===== src/rtl/paging_regs_if.sv =====
// Shared machine type plus the CPU bus interface used by the paging register file.
package paging_regs_pkg;
  typedef enum logic [1:0] {
    MACHINE_48   = 2'd0,
    MACHINE_S128 = 2'd1,
    MACHINE_PENT = 2'd2,
    MACHINE_S3   = 2'd3
  } machine_t;
endpackage

// CPU bus signals seen by the I/O port decoders.
interface paging_regs_if;
  logic [15:0] a;
  logic [7:0]  d;
  logic        iorq;
  logic        wr;
  logic        m1;

  modport master (output a, d, iorq, wr, m1);
  modport slave  (input  a, d, iorq, wr, m1);
endinterface


===== src/rtl/paging_regs.sv =====
// Paging register file for ports 7FFD / 1FFD / DFFD feeding memcontrol.
// A registered, edge-detected I/O write strobe gives one event per OUT;
// decode depends on the machine type and all ports honour the 7FFD lock.
module paging_regs
  import paging_regs_pkg::*;
#(
  parameter bit DFFD_EN     = 1'b1,
  parameter bit EXT_7FFD_EN = 1'b1
) (
  input  logic               i_clk28,
  input  logic               i_rst,
  paging_regs_if.slave       bus,
  input  machine_t           i_machine,
  input  logic               i_magic_map,
  output logic [2:0]         o_rampage128,
  output logic               o_screenpage,
  output logic               o_rompage128,
  output logic               o_lock_7ffd,
  output logic [2:0]         o_port_1ffd,
  output logic [4:0]         o_port_dffd,
  output logic [2:0]         o_rampage_ext
);

  logic       r_wr_q, r_wr_q2;
  machine_t   r_machine_q;
  logic [7:0] r_7ffd;
  logic [2:0] r_1ffd;
  logic [4:0] r_dffd;

  logic w_evt, w_mchg, w_allow;
  logic w_sel_7ffd, w_sel_1ffd, w_sel_dffd;
  logic w_pent_q;

  // One event per IORQ write: rising edge of the registered strobe.
  assign w_evt   = r_wr_q && !r_wr_q2;
  assign w_mchg  = (i_machine != r_machine_q);
  assign w_allow = !r_7ffd[5] || i_magic_map;

  // Port decode per machine; Pentagon 7FFD is partial so 0x1FFD aliases onto it.
  always_comb begin
    w_sel_7ffd = 1'b0;
    w_sel_1ffd = 1'b0;
    w_sel_dffd = 1'b0;
    unique case (i_machine)
      MACHINE_PENT: begin
        w_sel_7ffd = !bus.a[15] && !bus.a[1];
        w_sel_dffd = DFFD_EN && (bus.a[15:12] == 4'b1101) && !bus.a[1];
      end
      MACHINE_S128: begin
        w_sel_7ffd = (bus.a[15:14] == 2'b01) && !bus.a[1];
      end
      MACHINE_S3: begin
        w_sel_7ffd = (bus.a[15:14] == 2'b01) && !bus.a[1];
        w_sel_1ffd = (bus.a[15:12] == 4'b0001) && !bus.a[1];
      end
      default: ;
    endcase
  end

  // Write strobe pipeline and machine tracking.
  always_ff @(posedge i_clk28) begin
    if (i_rst) begin
      r_wr_q      <= 1'b0;
      r_wr_q2     <= 1'b0;
      r_machine_q <= MACHINE_48;
    end else begin
      r_wr_q      <= bus.iorq && bus.wr && !bus.m1;
      r_wr_q2     <= r_wr_q;
      r_machine_q <= i_machine;
    end
  end

  // Paging registers: cleared on reset or machine change, else updated by allowed writes.
  always_ff @(posedge i_clk28) begin
    if (i_rst || w_mchg) begin
      r_7ffd <= '0;
      r_1ffd <= '0;
      r_dffd <= '0;
    end else if (w_evt && w_allow) begin
      if (w_sel_7ffd) r_7ffd <= bus.d;
      if (w_sel_1ffd) r_1ffd <= bus.d[2:0];
      if (w_sel_dffd) r_dffd <= bus.d[4:0];
    end
  end

  assign w_pent_q = (r_machine_q == MACHINE_PENT);

  assign o_rampage128  = r_7ffd[2:0];
  assign o_screenpage  = r_7ffd[3];
  assign o_rompage128  = r_7ffd[4];
  assign o_lock_7ffd   = r_7ffd[5];
  assign o_port_1ffd   = r_1ffd;
  assign o_port_dffd   = r_dffd;
  assign o_rampage_ext = w_pent_q ? {r_dffd[0], (EXT_7FFD_EN ? r_7ffd[7:6] : 2'b00)} : 3'b000;

endmodule


===== src/flat_wrapper.sv =====
// flat-port wrapper written by rule: the top's interface ports become plain ports
module paging_regs_flat import paging_regs_pkg::*;
#(
  parameter bit DFFD_EN     = 1'b1,
  parameter bit EXT_7FFD_EN = 1'b1
)
  (i_clk28, i_rst, i_machine, i_magic_map, o_rampage128, o_screenpage, o_rompage128, o_lock_7ffd, o_port_1ffd, o_port_dffd, o_rampage_ext, bus_a, bus_d, bus_iorq, bus_wr, bus_m1);
  paging_regs_if bus_i ();
  input  logic i_clk28;
  input  logic i_rst;
  input  machine_t i_machine;
  input  logic i_magic_map;
  output logic [2:0] o_rampage128;
  output logic o_screenpage;
  output logic o_rompage128;
  output logic o_lock_7ffd;
  output logic [2:0] o_port_1ffd;
  output logic [4:0] o_port_dffd;
  output logic [2:0] o_rampage_ext;
  input wire logic [$bits(bus_i.a)-1:0] bus_a;
  input wire logic [$bits(bus_i.d)-1:0] bus_d;
  input wire logic [$bits(bus_i.iorq)-1:0] bus_iorq;
  input wire logic [$bits(bus_i.wr)-1:0] bus_wr;
  input wire logic [$bits(bus_i.m1)-1:0] bus_m1;
  assign bus_i.a = bus_a;
  assign bus_i.d = bus_d;
  assign bus_i.iorq = bus_iorq;
  assign bus_i.wr = bus_wr;
  assign bus_i.m1 = bus_m1;
  paging_regs #(.DFFD_EN(DFFD_EN), .EXT_7FFD_EN(EXT_7FFD_EN)) u_core (.i_clk28(i_clk28), .i_rst(i_rst), .bus(bus_i), .i_machine(i_machine), .i_magic_map(i_magic_map), .o_rampage128(o_rampage128), .o_screenpage(o_screenpage), .o_rompage128(o_rompage128), .o_lock_7ffd(o_lock_7ffd), .o_port_1ffd(o_port_1ffd), .o_port_dffd(o_port_dffd), .o_rampage_ext(o_rampage_ext));
endmodule

===== config.mk =====
export PLATFORM = sky130hd
export DESIGN_NAME = paging_regs_flat
export DESIGN_NICKNAME = d
export VERILOG_FILES = /design/src/rtl/paging_regs_if.sv /design/src/rtl/paging_regs.sv /design/src/flat_wrapper.sv
export SDC_FILE = /design/constraint.sdc
export NUM_CORES = 1
export LEC_CHECK = 0
export BUFFER_PORTS_ARGS = -buffer_cell sky130_fd_sc_hd__buf_2
export CORE_MARGIN = 2
export CORE_UTILIZATION = 48
export CTS_CLUSTER_SIZE = 20
export DETAILED_ROUTE_END_ITERATION = 8
export GPL_TIMING_DRIVEN = 0
export PLACE_DENSITY_LB_ADDON = 0.1
export SETUP_SLACK_MARGIN = 0.2
export SLEW_MARGIN = 30
export SYNTH_ARGS = -nofsm -noshare
export SYNTH_HDL_FRONTEND = slang
export SYNTH_SLANG_ARGS = --single-unit

===== constraint.sdc =====
create_clock -name i_clk28 -period 4.3 [get_ports i_clk28]
set_input_delay 0 -clock i_clk28 [delete_from_list [all_inputs] [get_ports i_clk28]]
set_output_delay 0 -clock i_clk28 [all_outputs]
set_load 0.03 [all_outputs]

After elaboration in Yosys (flattened, before gate mapping)

Index checks and enable logic that the tools add are counted.

Reductions and logical operators: 19
Shift-type cells: 0
Divide/modulo/power cells: 0
Bitwise operators: 0
Multipliers: 0
$add $sub $neg: 0
Order comparisons: 0
Multiplexer cells: 4
Eq/ne operators: 8

Operators with widths:

| cell                 | count |
|---|---|
| $logic_and A1 B1 Y1  | 8 |
| $eq A2 B2 Y1 const B | 3 |
| $reduce_and A2 Y1    | 3 |
| $logic_not A1 Y1     | 5 |
| $eq A2 B1 Y1 const B | 2 |
| $eq A4 B1 Y1 const B | 1 |
| $eq A4 B4 Y1 const B | 1 |
| $mux W3              | 1 |
| $logic_or A1 B1 Y1   | 2 |
| $mux W1              | 2 |
| $ne A2 B2 Y1         | 1 |
| $pmux W1 S2          | 1 |
| $reduce_or A2 Y1     | 1 |

Input port bits: 32
ROM bits: 0
Word-level logic and storage cells: 37
Memories kept: 0
Memory bits (writable): 0
Output and inout bits: 17
Latch bits: 0
Bits in registers: 20

Longest topological paths before layout

Gate-level depths: netlist of the first run.

Depth in word-level cells: 4
Mapped depth: 5
Mapped depth without buffers: 3

Worst setup path after synthesis of the first run

No wires, ideal clock.

Path kind: register -> register
From: register u_core.r_wr_q2
To: register u_core.r_1ffd[0], in the netlist u_core.o_port_1ffd[0]
Required time: 4.179 ns
Stages on the path, launching flop included: 6
Setup time: 0.121 ns
Clock period less this slack: 1.761 ns
Path buffers: 2
Arrival: 1.639 ns
Path slack: 2.539 ns
Cell sequence: dfxtp_1 or4b_1 buf_2 or4_1 buf_2 mux2i_1

Word-level cells in the longest chain between the ends: 4

RTL lines:

| element                     | RTL line          | text |
|---|---|---|
| start, declared             | paging_regs.sv:24 | `logic r_wr_q, r_wr_q2;` |
| start signal, assigned      | paging_regs.sv:68 | `r_wr_q2 <= r_wr_q;` |
| $logic_not A1 Y1            | paging_regs.sv:35 | `assign w_evt = r_wr_q && !r_wr_q2;` |
| $logic_and A1 B1 Y1         | paging_regs.sv:35 |  |
| $logic_and A1 B1 Y1         | paging_regs.sv:79 | `end else if (w_evt && w_allow) begin` |
| $reduce_and A2 Y1 (no line) | n/a               |  |
| end signal, assigned        | paging_regs.sv:81 | `if (w_sel_1ffd) r_1ffd <= bus.d[2:0];` |
| end, declared               | paging_regs.sv:27 | `logic [2:0] r_1ffd;` |

Every way passes these cells.
A chain may end at the register's enable or synchronous reset.

Worst setup path after layout of the first run

From: register u_core.r_wr_q2
To: register u_core.r_1ffd[2], in the netlist u_core.o_port_1ffd[2]

The elaborated chain is that of the path after synthesis.

==> results of run 1 <==
==> routing by layer <==
| layer | track usage, % | share of wire (%) | wire (um) | vias up |
|---|---|---|---|---|
| li1 | - | - | - | 469 |
| met1 | 28.1 | 44 | 1050 | 434 |
| met2 | 36.3 | 50 | 1190 | 30 |
| met3 | 4.60 | 5.2 | 124 | 4 |
| met4 | 12.5 | 1.4 | 33 | 0 |
| met5 | 0 | 0 | 0 | - |
==> flip-flops by register name, summed over array words and instances (netlist names) <==
register	flops
u_core.o_port_dffd	5
u_core.o_port_1ffd	3
u_core.r_machine_q	2
u_core.r_7ffd	8
u_core.r_wr_q2	1
u_core.r_wr_q	1
==> worst max-delay path by stage <==
stage	slack, ns	to	startpoint	cells after the start
2_1_floorplan	2.54	u_core.o_port_1ffd[0]$_SDFFE_PP0P_	u_core.r_wr_q2$_SDFF_PP0_	5
3_3_place_gp	2.45	u_core.o_port_1ffd[2]$_SDFFE_PP0P_	u_core.r_wr_q2$_SDFF_PP0_	5
3_5_place_dp	2.42	u_core.o_port_1ffd[2]$_SDFFE_PP0P_	u_core.r_wr_q2$_SDFF_PP0_	5
4_1_cts	2.40	u_core.o_port_1ffd[2]$_SDFFE_PP0P_	u_core.r_wr_q2$_SDFF_PP0_	5
5_1_grt	2.29	u_core.o_port_1ffd[2]$_SDFFE_PP0P_	u_core.r_wr_q2$_SDFF_PP0_	5
6_report	2.41	u_core.o_port_1ffd[2]$_SDFFE_PP0P_	u_core.r_wr_q2$_SDFF_PP0_	5
==> worst min-delay path, stage by stage <==
cell	delay (ns)
sky130_fd_sc_hd__buf_2	0.10
sky130_fd_sc_hd__nand4b_1	0.14
sky130_fd_sc_hd__mux2i_1	0.08
==> area by class of cell <==
cell class | instances | area, um^2
plain buffers | 10 | 52.6
repair buffers | 46 | 275
clock inverters | 1 | 30.0
multi-input cells | 67 | 544
clock buffers | 3 | 22.5
fillers | 183 | 603
flip-flops and latches | 20 | 400
well taps | 27 | 33.8
==> cells in the final DEF (no fill, tap or decap) <==
cell type and count:
sky130_fd_sc_hd__nor4b_2 1, sky130_fd_sc_hd__buf_4 3, sky130_fd_sc_hd__nor4_4 1, sky130_fd_sc_hd__a21oi_1 5, sky130_fd_sc_hd__bufinv_16 1, sky130_fd_sc_hd__nand2b_1 2
sky130_fd_sc_hd__or4b_1 1, sky130_fd_sc_hd__or4_1 1, sky130_fd_sc_hd__mux2i_1 12, sky130_fd_sc_hd__xnor2_1 2, sky130_fd_sc_hd__and2_1 3, sky130_fd_sc_hd__nand3_1 1
sky130_fd_sc_hd__nor2b_1 5, sky130_fd_sc_hd__nand4_1 5, sky130_fd_sc_hd__clkbuf_4 3, sky130_fd_sc_hd__nand4b_1 16, sky130_fd_sc_hd__mux2_2 1, sky130_fd_sc_hd__dfxtp_1 20
sky130_fd_sc_hd__clkbuf_1 4, sky130_fd_sc_hd__or3b_2 1, sky130_fd_sc_hd__buf_2 40, sky130_fd_sc_hd__dlygate4sd3_1 9, sky130_fd_sc_hd__nand2_1 1, sky130_fd_sc_hd__nand3b_1 3
sky130_fd_sc_hd__nor3_1 1, sky130_fd_sc_hd__o31ai_1 5
==> cells by family after synthesis <==
family / after synthesis
and+or+nand+nor: 42
muxes: 13
buffers and inverters: 10
DFF: 20
AOI/OAI and AO/OA: 10
xor gates and xnor gates: 2
==> power by group through the flow <==
| stage | registers (mW) | clock network (mW) | logic (mW) |
|---|---|---|---|
| floorplan | 0.192 | 0 | 0.0219 |
| global placement | 0.192 | 0 | 0.0382 |
| detailed placement | 0.192 | 0 | 0.0388 |
| CTS | 0.188 | 0.161 | 0.0450 |
| global route | 0.188 | 0.168 | 0.0499 |
| finish | 0.188 | 0.157 | 0.0460 |
==> flow_summary_export.csv, run 1 <==
group,metric,value,unit
cells_and_area,syn2layout_area_growth,37.1,%
critical_path,cpMostUsedCell,"sky130_fd_sc_hd__buf_2",
synth,synth.largest_area_cell,"sky130_fd_sc_hd__dfxtp_1",
critical_path,timing.critical_path.slowest_stage_cell,"sky130_fd_sc_hd__or4b_1",
critical_path,slowest_delay,0.50,ns
sta,maxClockFrequency,528,MHz
synth,yosys.area.top_type_share,40.4,%
place,dp_worst_setup_slack,2.42,ns
synth,synth.yosys.seq_area_share,40.4,%
synth,post_synthesis_sequential_element_count,20,
power_and_ir_drop,portion_of_total_power_attributed_to_the_clock_network,40.1,%
power_and_ir_drop,p_seq_share,48.1,%
synth,post_synth_main_area_contributors,"sky130_fd_sc_hd__dfxtp_1 (40%), sky130_fd_sc_hd__nand4b_1 (14%), sky130_fd_sc_hd__mux2i_1 (12%)",
cells_and_area,design_area,0.00136,mm^2
clocking,post-cts-setup-buffers,0,
synth,yosys-mux-area-fraction,13.3,%
power_and_ir_drop,power_per_cell_area,287,mW/mm^2
power_and_ir_drop,power_frac_comb,11.8,%
routing,ant_nets,0,
critical_path,cp_cell_sequence,"or4b_1 -> buf_2 -> or4_1 -> buf_2 -> mux2i_1",
sta,setup-tns-final,0,ns
sta,tightest_slew,0.623,ns
place,dpl_cell_area,0.00121,mm^2
synth,number_of_cells_produced_by_synthesis,97,
die,row_count,16,
routing,via_count,937,
place,gp_congestion,0.752,
synth,synthesis.nets,129,
sta,final-setup-viol-count,0,
sta,post-route-worst-setup-slack,2.41,ns
synth,synth_xor_xnor_area_share,1.77,%
clocking,cts_inserted_buffers,3,
grt,grt_max_degree,13,
place,half_perimeter_wire_length_after_placement,1.72,mm
sta,drv_slew,0,
synth,yosys_warnings,0,
synth,yosys_most_used_dff,"sky130_fd_sc_hd__dfxtp_1",
synth,synth_cell_types,23,
clocking,post_cts_hold_buffer_count,9,
grt,number_of_antenna_violations_at_the_first_check_in_global_routing,0,
synth,synth_area_per_cell,10.2,um^2
cells_and_area,layout.cells.non_filler,174,
clocking,cts_num_sinks,20,
clocking,cts_htree_levels,1,
sta,setup_repair_after_global_routing_missed_its_margin,"no",
routing,via_per_inst,5.39,
synth,synth_edf_count,0,
critical_path,worst_setup_path_end_kind,"register",
routing,detailedRoute.firstIterationViolations,24,
die,core,0.00196,mm^2
job,max_cap_violations,0,
hold_path,min_delay_path_depth,3,
grt,grt-ovfl-total,0,
clocking,tritoncts_clock_tree,"built",
power_and_ir_drop,maximum_vdd_drop,157,uV
hold_path,hp-class,"in2reg",
critical_path,critPathArrivalTime,2.10,ns
sta,final_period_minus_worst_setup_slack,1.89,ns
power_and_ir_drop,cellLeakagePower,0.575,nW
power_and_ir_drop,power_switching,0.0882,mW
hold_path,holdPathEnd,"u_core.o_port_1ffd[1]$_SDFFE_PP0P_",
cells_and_area,finish.net_count,180,
routing,drt-wirelength-per-cell,13.8,um
critical_path,timing.reg2reg.setup_slack,2.41,ns
sta,timing.clock.skew,0.00378,ns
grt,first_pass_grt_wire_length,4.19,mm
synth,combinational_family_with_the_most_area_after_synthesis,"simple AND/OR/NAND/NOR gates",
clocking,max-clock-path-buffers,2,
cells_and_area,utilization,69.3,%
sta,hold_viol_final,0,
clocking,cts.root.buffer_cell,"sky130_fd_sc_hd__clkbuf_4",
power_and_ir_drop,switching_share,22.6,%
grt,vias_in_the_first_global_route,922,
sta,worst_hold_slack,0.0372,ns
synth,synthMostInstantiatedCell,"sky130_fd_sc_hd__dfxtp_1",
die,ios,49,
routing,detail_route.wirelength,2.40,mm
routing,dr.pass1.iters,4,
critical_path,worst_setup_path_start_kind,"register",
clocking,clkSlewWorstSetupHoldPaths,0.12,ns
die,chipWidth,49.4,um
sta,period_share,44.0,%
synth,yosys-top-cells-count,"sky130_fd_sc_hd__dfxtp_1 (20), sky130_fd_sc_hd__nand4b_1 (16), sky130_fd_sc_hd__mux2i_1 (12)",
clocking,post_cts.resized_instances,0,
critical_path,cp_num_buf_inv,2,
die,start_util,50.5,%
synth,synth-compound-area-share,6.31,%
cells_and_area,final_layout_size_suffix_gt1_share,34.7,%
cells_and_area,antenna_cells_inserted,0,
run_status,status,"finished clean",
routing,remaining_drc_errors,0,
synth,ys_async_sr_fraction,0,%
place,placed_cells,161,
critical_path,timing.reg2reg.worst_path_depth,5,
synth,synth_simple_gate_area_share,33.0,%
critical_path,critical_path.top_delay_family,"simple AND/OR/NAND/NOR gates",
critical_path,critPathRequiredTime,4.51,ns
power_and_ir_drop,finalPower,0.390,mW
clocking,clkLatencyLatePin,0.31,ns
die,design.die.area,0.00244,mm^2
critical_path,criticalPathCategory,"reg2reg",
die,die-height,49.4,um
place,port_buffers,37,
critical_path,critical_path.reg2reg.endpoint,"u_core.o_port_1ffd[2]$_SDFFE_PP0P_",
power_and_ir_drop,power.internal,0.302,mW
hold_path,worst_hold_startpoint,"bus_d[1]",
synth,syn_std_cell_area,991,um^2
sta,slew_headroom,58.2,%
grt,grt_util_all_layers,22.6,%
synth,synth-adder-area-share,0,%
critical_path,crit_path_max_fanout,6,
critical_path,critical_path.reg2reg.startpoint,"u_core.r_wr_q2$_SDFF_PP0_",
(Power assumes the default switching activity.)
==> inputs of run 2 (changes only) <==
--- a/config.mk
+++ b/config.mk
@@ -7,7 +7,7 @@
 export LEC_CHECK = 0
 export BUFFER_PORTS_ARGS = -buffer_cell sky130_fd_sc_hd__buf_2
 export CORE_MARGIN = 2
-export CORE_UTILIZATION = 48
+export CORE_UTILIZATION = 44
 export CTS_CLUSTER_SIZE = 20
 export DETAILED_ROUTE_END_ITERATION = 8
 export GPL_TIMING_DRIVEN = 0
==> constraint.sdc (replaced) <==
create_clock -name i_clk28 -period 1.9 [get_ports i_clk28]
set_input_delay 0 -clock i_clk28 [delete_from_list [all_inputs] [get_ports i_clk28]]
set_output_delay 0 -clock i_clk28 [all_outputs]
set_load 0.03 [all_outputs]
==> flow_summary_export.csv, run 2 (synthesis gave the netlist of run 1 again) <==
group,metric,value,unit
run_status,status,"finished clean",
clocking,tritoncts_clock_tree,"built",
routing,detailedRoute.firstIterationViolations,12,
die,start_util,45.7,%
sta,slew_headroom,63.0,%
place,port_buffers,37,
cells_and_area,final_cell_mix,"sky130_fd_sc_hd__buf_2 (38), sky130_fd_sc_hd__dfxtp_1 (18), sky130_fd_sc_hd__nand4b_1 (16)",
hold_path,hp-class,"in2reg",
cells_and_area,largest_register,"u_core.r_7ffd",
job,max_cap_violations,0,
grt,first_pass_grt_wire_length,4.08,mm
die,design.die.area,0.00265,mm^2
cells_and_area,utilization,65.0,%
critical_path,slowest_delay,0.48,ns
routing,detail_route.wirelength,2.47,mm
critical_path,cp_cell_sequence,"or4b_4 -> buf_6 -> or4_4 -> buf_6 -> mux2i_1",
clocking,cts_htree_levels,1,
critical_path,worst_setup_path_start_kind,"register",
cells_and_area,antenna_cells_inserted,0,
sta,timing.clock.skew,0.00972,ns
die,ios,49,
die,chipWidth,51.5,um
clocking,max-clock-path-buffers,2,
place,half_perimeter_wire_length_after_placement,1.76,mm
grt,number_of_antenna_violations_at_the_first_check_in_global_routing,0,
cells_and_area,final_layout_size_suffix_gt1_share,40.3,%
power_and_ir_drop,maximum_vdd_drop,418,uV
power_and_ir_drop,cellLeakagePower,0.607,nW
critical_path,critPathRequiredTime,2.11,ns
cells_and_area,syn2layout_area_growth,42.3,%
critical_path,critical_path.top_delay_family,"simple AND/OR/NAND/NOR gates",
die,core,0.00217,mm^2
die,row_count,17,
routing,via_count,943,
critical_path,timing.critical_path.slowest_stage_cell,"sky130_fd_sc_hd__or4b_4",
cells_and_area,flip_flop_count_of_the_largest_register_all_copies_and_words_added,8,
cells_and_area,mostFrequentLayoutCell,"sky130_fd_sc_hd__buf_2",
sta,setup-tns-final,0,ns
routing,via_per_inst,5.33,
clocking,cts_inserted_buffers,3,
critical_path,cp_num_buf_inv,2,
critical_path,criticalPathCategory,"reg2reg",
critical_path,worst_setup_path_end_kind,"register",
die,die-height,51.5,um
grt,vias_in_the_first_global_route,903,
clocking,cts_num_sinks,20,
critical_path,crit_path_max_fanout,3,
grt,grt_util_all_layers,20.6,%
critical_path,cpMostUsedCell,"sky130_fd_sc_hd__buf_6",
sta,worst_hold_slack,0.0228,ns
grt,grt_max_degree,13,
place,gp_congestion,0.734,
sta,final_period_minus_worst_setup_slack,1.71,ns
clocking,clkLatencyLatePin,0.30,ns
sta,drv_slew,0,
critical_path,critPathArrivalTime,1.91,ns
cells_and_area,finish.net_count,182,
routing,drt-wirelength-per-cell,13.9,um
sta,final-setup-viol-count,0,
sta,period_share,90.0,%
sta,maxClockFrequency,585,MHz
sta,tightest_slew,0.554,ns
sta,hold_viol_final,0,
routing,remaining_drc_errors,0,
power_and_ir_drop,power_per_cell_area,629,mW/mm^2
routing,dr.pass1.iters,4,
routing,ant_nets,0,
clocking,cts.root.buffer_cell,"sky130_fd_sc_hd__clkbuf_4",
grt,grt-ovfl-total,0,
sta,setup_repair_after_global_routing_missed_its_margin,"yes",
clocking,clkSlewWorstSetupHoldPaths,0.13,ns
-- run 2: cell type report --
type	count	area, um^2
repair buffers	48	288
fillers	201	759
plain buffers	10	65.1
well taps	28	35.0
multi-input cells	67	567
clock buffers	3	22.5
clock inverters	1	30.0
flip-flops and latches	20	403
-- run 2: what timing repair did --
| action | CTS | global route |
|---|---|---|
| hold endpoints to repair | 9 | 0 |
| endpoints found under the setup margin | 6 | 9 |
| resized for setup | 7 | 2 |
| hold buffers | 8 | 0 |
| setup buffers | 2 | 1 |
| pin swaps | 0 | 1 |
-- run 2: metrics by stage --
stage                     cell area, um^2  setup WS [ns]  total power, mW  std cells
after floorplan                       997          0.242            0.483         97
after global placement               1220         0.0449            0.521        162
after detailed placement             1220         0.0386            0.523        162
after CTS                            1390          0.184            0.887        176
after global routing                 1410          0.137            0.928        177
final                                1410          0.191            0.887        177
-- run 2: worst paths after layout --
kind / from / endpoint / slack [ns] / cells after the start
worst min register to register: u_core.r_7ffd[7]$_SDFFE_PP0P_ / u_core.r_7ffd[7]$_SDFFE_PP0P_ / 0.48 / 2
worst max register to register: u_core.r_wr_q2$_SDFF_PP0_ / u_core.o_port_1ffd[1]$_SDFFE_PP0P_ / 0.19 / 5
worst max-delay path: u_core.r_wr_q2$_SDFF_PP0_ / u_core.o_port_1ffd[1]$_SDFFE_PP0P_ / 0.19 / 5
worst min-delay path: i_machine[0] / u_core.r_machine_q[0]$_SDFF_PP0_ / 0.02 / 2
-- run 2: power by group --
group          switching, mW  internal (mW)  total [mW]  leakage (nW)
Sequential           0.00274          0.423       0.425         0.163
Combinational         0.0579         0.0503       0.108         0.416
Clock                  0.140          0.213       0.353        0.0279
Total                  0.201          0.686       0.887         0.607
-- run 2: routing by layer --
layer / track usage, % / routed length [um] / part of all wire, %
met5: 0 / 0 / 0
met4: 6.58 / 9 / 0.37
met3: 2.63 / 83 / 3.4
met2: 34.2 / 1240 / 50
met1: 27.5 / 1130 / 46
